File: config.mk
export PLATFORM = sky130hd
export DESIGN_NAME = stud_dac_wb_if
export DESIGN_NICKNAME = d
export VERILOG_FILES = /design/src/rtl/stud_dac_wb_if.sv
export SDC_FILE = /design/constraint.sdc
export NUM_CORES = 1
export LEC_CHECK = 0
export CAP_MARGIN = 10
export CORE_ASPECT_RATIO = 1.4
export CORE_MARGIN = 2
export CORE_UTILIZATION = 49
export CTS_BUF_LIST = sky130_fd_sc_hd__clkbuf_4 sky130_fd_sc_hd__clkbuf_8
export CTS_CLUSTER_SIZE = 24
export DETAILED_ROUTE_END_ITERATION = 10
export PLACE_DENSITY = 0.89
export RECOVER_POWER = 100
export SYNTH_ARGS = -nofsm -noshare
export SYNTH_HDL_FRONTEND = slang
export SYNTH_SLANG_ARGS = --single-unit
File: constraint.sdc
create_clock -name clk_i -period 6.7 [get_ports clk_i]
set_clock_uncertainty 0.05 [all_clocks]
set_input_delay 1.005 -clock clk_i [delete_from_list [all_inputs] [get_ports clk_i]]
set_output_delay 1.005 -clock clk_i [all_outputs]
set_load 0.05 [all_outputs]
File: src/rtl/stud_dac_wb_if.sv
// Wishbone slave front end for the audio DAC: CTRL/STATUS register bank plus a
// 2-entry sample staging buffer feeding the modulator's handshake.
module stud_dac_wb_if #(
    parameter logic [31:0] BASE_ADDR     = 32'h3000_0000,
    parameter int unsigned AUDIO_WIDTH   = 16,
    parameter int unsigned VOLUME_WIDTH  = 8,
    parameter int unsigned WB_DATA_WIDTH = 32,
    parameter int unsigned WB_SEL_WIDTH  = 4
) (
`ifdef USE_POWER_PINS
    inout  wire                      vccd1,
    inout  wire                      vssd1,
`endif
    input  logic                     clk_i,
    input  logic                     rst_n_i,
    input  logic                     wb_cyc_i,
    input  logic                     wb_stb_i,
    input  logic                     wb_we_i,
    input  logic [31:0]              wb_adr_i,
    input  logic [WB_DATA_WIDTH-1:0] wb_dat_i,
    input  logic [WB_SEL_WIDTH-1:0]  wb_sel_i,
    output logic                     wb_ack_o,
    output logic [WB_DATA_WIDTH-1:0] wb_dat_o,
    output logic [AUDIO_WIDTH-1:0]   fifo_o,
    output logic                     fifo_rdy_o,
    input  logic                     fifo_ack_i,
    input  logic                     fifo_full_i,
    input  logic                     fifo_empty_i,
    output logic                     mode_o,
    output logic                     mute_o,
    output logic                     test_mode_o,
    output logic [1:0]               osr_o,
    output logic [3:0]               test_sine_psc_o,
    output logic [VOLUME_WIDTH-1:0]  volume_o
);

    localparam logic [31:0] CTRL_RESET = 32'h0000_0002;
    localparam logic [31:0] VOL_MASK   = ((32'd1 << VOLUME_WIDTH) - 32'd1) << 16;
    localparam logic [31:0] CTRL_MASK  = 32'h0000_0F1F | VOL_MASK;

    logic                   r_ack;
    logic [31:0]            r_dat;
    logic [31:0]            r_ctrl;
    logic                   r_sel_err;
    logic [1:0]             r_count;
    logic [AUDIO_WIDTH-1:0] r_buf0;
    logic [AUDIO_WIDTH-1:0] r_buf1;

    logic                   w_hit;
    logic                   w_req;
    logic [1:0]             w_off;
    logic                   w_data_wr;
    logic                   w_sel_full;
    logic                   w_sel_lo;
    logic                   w_space;
    logic                   w_fire;
    logic                   w_push2;
    logic                   w_push1;
    logic                   w_sel_bad;
    logic                   w_pop;
    logic                   w_ctrl_wr;
    logic                   w_stat_clr;
    logic [AUDIO_WIDTH-1:0] w_s0;
    logic [AUDIO_WIDTH-1:0] w_s1;
    logic [AUDIO_WIDTH-1:0] w_buf0_nxt;
    logic [AUDIO_WIDTH-1:0] w_buf1_nxt;
    logic [1:0]             w_mid_cnt;
    logic [1:0]             w_count_nxt;
    logic [31:0]            w_ctrl_nxt;
    logic [31:0]            w_status;
    logic [31:0]            w_rdata;
    logic                   w_unused_adr;

    assign w_unused_adr = ^wb_adr_i[1:0];

    assign w_hit      = (wb_adr_i[31:4] == BASE_ADDR[31:4]);
    assign w_req      = wb_cyc_i & wb_stb_i & ~r_ack & w_hit;
    assign w_off      = wb_adr_i[3:2];
    assign w_data_wr  = w_req & wb_we_i & (w_off == 2'd1);
    assign w_sel_full = (wb_sel_i == 4'b1111);
    assign w_sel_lo   = (wb_sel_i == 4'b0011);

    // Space is judged on the registered count only; a same-cycle pop is not credited.
    always_comb begin
        w_space = 1'b1;
        if (w_data_wr) begin
            if (w_sel_full) begin
                w_space = (r_count == 2'd0);
            end else if (w_sel_lo) begin
                w_space = (r_count != 2'd2);
            end
        end
    end

    assign w_fire     = w_req & w_space;
    assign w_push2    = w_fire & w_data_wr & w_sel_full;
    assign w_push1    = w_fire & w_data_wr & w_sel_lo;
    assign w_sel_bad  = w_fire & w_data_wr & ~w_sel_full & ~w_sel_lo;
    assign w_pop      = fifo_ack_i & (r_count != 2'd0);
    assign w_ctrl_wr  = w_fire & wb_we_i & (w_off == 2'd0);
    assign w_stat_clr = w_fire & wb_we_i & (w_off == 2'd2) & wb_sel_i[0] & wb_dat_i[4];

    assign w_s0 = wb_dat_i[AUDIO_WIDTH-1:0];
    assign w_s1 = wb_dat_i[16 +: AUDIO_WIDTH];

    // Pop is applied first, then the push lands behind whatever remains.
    always_comb begin
        w_mid_cnt   = r_count - {1'b0, w_pop};
        w_buf0_nxt  = w_pop ? r_buf1 : r_buf0;
        w_buf1_nxt  = r_buf1;
        w_count_nxt = w_mid_cnt;
        if (w_push2) begin
            w_buf0_nxt  = w_s0;
            w_buf1_nxt  = w_s1;
            w_count_nxt = 2'd2;
        end else if (w_push1) begin
            if (w_mid_cnt == 2'd0) begin
                w_buf0_nxt = w_s0;
            end else begin
                w_buf1_nxt = w_s0;
            end
            w_count_nxt = w_mid_cnt + 2'd1;
        end
    end

    always_comb begin
        w_ctrl_nxt = r_ctrl;
        for (int b = 0; b < 4; b++) begin
            if (wb_sel_i[b]) begin
                w_ctrl_nxt[b*8 +: 8] = wb_dat_i[b*8 +: 8];
            end
        end
        w_ctrl_nxt = w_ctrl_nxt & CTRL_MASK;
    end

    assign w_status = {27'd0, r_sel_err, (r_count == 2'd2), (r_count == 2'd0),
                       fifo_empty_i, fifo_full_i};

    always_comb begin
        w_rdata = 32'd0;
        case (w_off)
            2'd0:    w_rdata = r_ctrl;
            2'd2:    w_rdata = w_status;
            default: w_rdata = 32'd0;
        endcase
    end

    always_ff @(posedge clk_i or negedge rst_n_i) begin
        if (!rst_n_i) begin
            r_ack     <= 1'b0;
            r_dat     <= 32'd0;
            r_ctrl    <= CTRL_RESET;
            r_sel_err <= 1'b0;
            r_count   <= 2'd0;
            r_buf0    <= '0;
            r_buf1    <= '0;
        end else begin
            r_ack   <= w_fire;
            r_count <= w_count_nxt;
            r_buf0  <= w_buf0_nxt;
            r_buf1  <= w_buf1_nxt;
            if (w_fire) begin
                r_dat <= wb_we_i ? 32'd0 : w_rdata;
            end
            if (w_ctrl_wr) begin
                r_ctrl <= w_ctrl_nxt;
            end
            if (w_sel_bad) begin
                r_sel_err <= 1'b1;
            end else if (w_stat_clr) begin
                r_sel_err <= 1'b0;
            end
        end
    end

    assign wb_ack_o        = r_ack;
    assign wb_dat_o        = r_dat;
    assign fifo_rdy_o      = (r_count != 2'd0);
    assign fifo_o          = (r_count != 2'd0) ? r_buf0 : '0;
    assign mode_o          = r_ctrl[0];
    assign mute_o          = r_ctrl[1];
    assign osr_o           = r_ctrl[3:2];
    assign test_mode_o     = r_ctrl[4];
    assign test_sine_psc_o = r_ctrl[11:8];
    assign volume_o        = r_ctrl[16 +: VOLUME_WIDTH];

endmodule

==> out/results.ini <==
[run_status]
outcome=finished with violations
violations=capacitance limit, slew limit

[synth]
synth.area.top_cells=dfrtp_1 48%, mux2i_1 5.8%, mux2_2 5.3%
syn_inst=352
synth_area_leader_cell=dfrtp_1
ys_seq_area_share_pct=48.2
syn-cell-area_mm2=0.00363
synth.distinct_cells=42
synth_warnings=0
ys_ff_latch=70
synth-edff-count=0
yosys.area.top_type_share_pct=47.5
synth.avg_cell_area_um2=10.3
ys_async_sr_fraction_pct=100
ys.flop_type=dfrtp_1

[place]
numPlacedInstances=559
io_buffer_count=125
placed_area_mm2=0.00491
hpwl_mm=7.34
gp_routability_congestion=0.801

[sta]
period_needed_ns=4.80
tightest_slew_ns=3.74
max_slew_margin_pct=-150
timing.fmax_ghz=0.208
hold_viol=0
hold_slack_ns=0.417
finalMaxSlewViolations=113
finalCritPeriodShare_pct=71.6
rsz0062_at_grt=false
fin_setup_tns_ns=0
setup_violations=0

[global_route]
grt_pass1_vias=3388
grt_start_max_net_pins=71
antenna_found_initial=0
grt_pass1_wl_mm=16.5
grt_usage_pct=25.8
grt_overflow=0

[drt]
viasPerCell=5.61
drt-total-wl_mm=10.2
first_pass_iters=4
wl_per_cell_um=17.8
drtAntennaViolNets=0
routed-via-count=3226
drc=0
drt_iter0_drc=204

[cells_and_area]
areaGrowthSynthToFinish_pct=39.6
num-fill-cells=575
layout-drive-gt1-share_pct=9.41
antenna_cells=0
nets=551
fin_area_mm2=0.00507
register_area_mm2=0.00175
multi_input_area_mm2=0.00170
instances_no_fill=575

[worst_setup_path]
critPathCaptureType=flip-flop
cp-start-kind=input pin
worstPathRequired_ns=6.80
worstSetupPathType=input pin to flip-flop
cp_max_fo=32
worstPathArrival_ns=4.90

[clock_network]
cts.root.buffer_cell=clkbuf_8
clkSinkCount=70
htree_levels=3
cts_made_buffers=9
clockBufferDepth=2
cts_hold_buf=0
cts_tree=yes
cts_resized=0
cts_setup_buffers=0
insertion_delay_ns=0.35
clk_pin_slew_worst_paths_ns=0.08

[pwr]
power_uw=1000
ir_drop_mv=0.150
power.density_mw_per_mm2=198
p_leak_uw=0.00249

[floorplan]
fp.dieW_um=76.8
die-area_mm2=0.00813
num_io_pins=143
die_h_um=106
placementRows=37
coreArea_mm2=0.00727
start_util_pct=50.0

[hold_path]
min_path_type=flip-flop to flip-flop

[run]
drv_cap=2

==> worst paths after layout <==
kind | start | to | slack [ns] | cells past startpoint
setup / recovery | fifo_ack_i | r_buf0[1]$_DFF_PN0_ | 1.90 | 13
hold / removal | wb_dat_o[8]$_DFFE_PN0N_ | wb_dat_o[8]$_DFFE_PN0N_ | 0.42 | 2
setup reg to reg | r_count[0]$_DFF_PN0_ | r_buf0[1]$_DFF_PN0_ | 2.22 | 15
hold reg to reg | wb_dat_o[8]$_DFFE_PN0N_ | wb_dat_o[8]$_DFFE_PN0N_ | 0.42 | 2
max in group asynchronous | rst_n_i | r_buf1[15]$_DFFE_PN0P_ | 2.61 | 1
min in group asynchronous | rst_n_i | r_ctrl[2]$_DFFE_PN0P_ | 1.88 | 1
==> worst max-delay path, stage by stage <==
cell and delay, ns:
dlygate4sd3_1 0.54, nand2_1 0.06, clkbuf_1 0.96, inv_1 0.12, ha_1 0.25, xnor2_1 0.20
ha_1 0.24, inv_1 0.06, nor4_1 0.34, o2111ai_2 0.13, clkbuf_1 0.57, nor2_1 0.29
a21oi_1 0.09
==> kinds of logic (layout without fill, tap and decap cells) <==
kind of cell / Yosys count / count (layout) / synth area share (%)
simple gates: 125 / 125 / 19.7
compound gates: 76 / 76 / 13.9
flops: 70 / 70 / 48.2
buf+inv: 39 / 151 / 6.09
mux: 38 / 38 / 11.0
fa+ha+maj: 2 / 2 / 0.688
other cells: 1 / 15 / 0.103
xor+xnor: 1 / 1 / 0.241
==> cells in the mapped netlist (9+ instances only) <==
| library cell | count |
|---|---|
| clkbuf_1 | 10 |
| nand2_1 | 29 |
| mux2i_1 | 21 |
| a21oi_1 | 35 |
| buf_4 | 15 |
| buf_2 | 9 |
| mux2_2 | 17 |
| nor2_1 | 19 |
| o2bb2ai_1 | 16 |
| nand3_1 | 13 |
| o21a_1 | 16 |
| dfrtp_1 | 69 |
| nor2b_1 | 18 |
==> per-stage QoR <==
stage / util, % / setup slack [ns]
2_1_floorplan: - / 3.27
3_3_place_gp: 67.5 / 2.84
3_5_place_dp: 67.5 / 2.70
4_1_cts: 70.4 / 3.06
5_1_grt: 69.8 / 1.65
6_report: 69.8 / 1.90
==> power by group <==
group | switching, µW | total, µW | internal (µW)
registers | 5.99 | 435 | 429
clock network | 166 | 349 | 184
logic | 130 | 220 | 89.3
==> cells in the final DEF (no fill, tap or decap), drive strengths merged, types with 4 or more instances in the layout <==
| cell type | count |
|---|---|
| o2bb2ai | 16 |
| a21o | 5 |
| nor2b | 18 |
| nand3 | 13 |
| inv | 5 |
| conb | 15 |
| a21oi | 35 |
| mux2 | 17 |
| dfrtp | 69 |
| mux2i | 21 |
| nand2 | 30 |
| nor2 | 19 |
| nor3 | 8 |
| clkbuf | 14 |
| o21a | 16 |
| clkdlybuf4s50 | 70 |
| nor4 | 10 |
| dlygate4sd3 | 54 |
| nand4b | 4 |
==> registers in the layout, summed over array words and instances (netlist names) <==
signal     cells
r_count        2
r_buf1        16
r_buf0        16
r_ctrl        17
r_sel_err      1
wb_dat_o      17
wb_ack_o       1
==> area by class of cell <==
type	count	share of cell area, %
sequential	70	34.6
multi-input combinational	257	33.4
timing repair buffer	131	25.2
clock buffer	10	2.71
tap	97	2.39
clock inverter	6	1.38
inverter	4	0.296
==> metal layers <==
layer	vias to the layer above	share of wire (%)	GRT usage [%]
met2	153	51	45.7
met4	0	1.5	7.79
met3	15	7.4	7.22
met5	-	0	0
li1	1483	-	-
met1	1575	40	30.4
(Power assumes the default switching activity.)
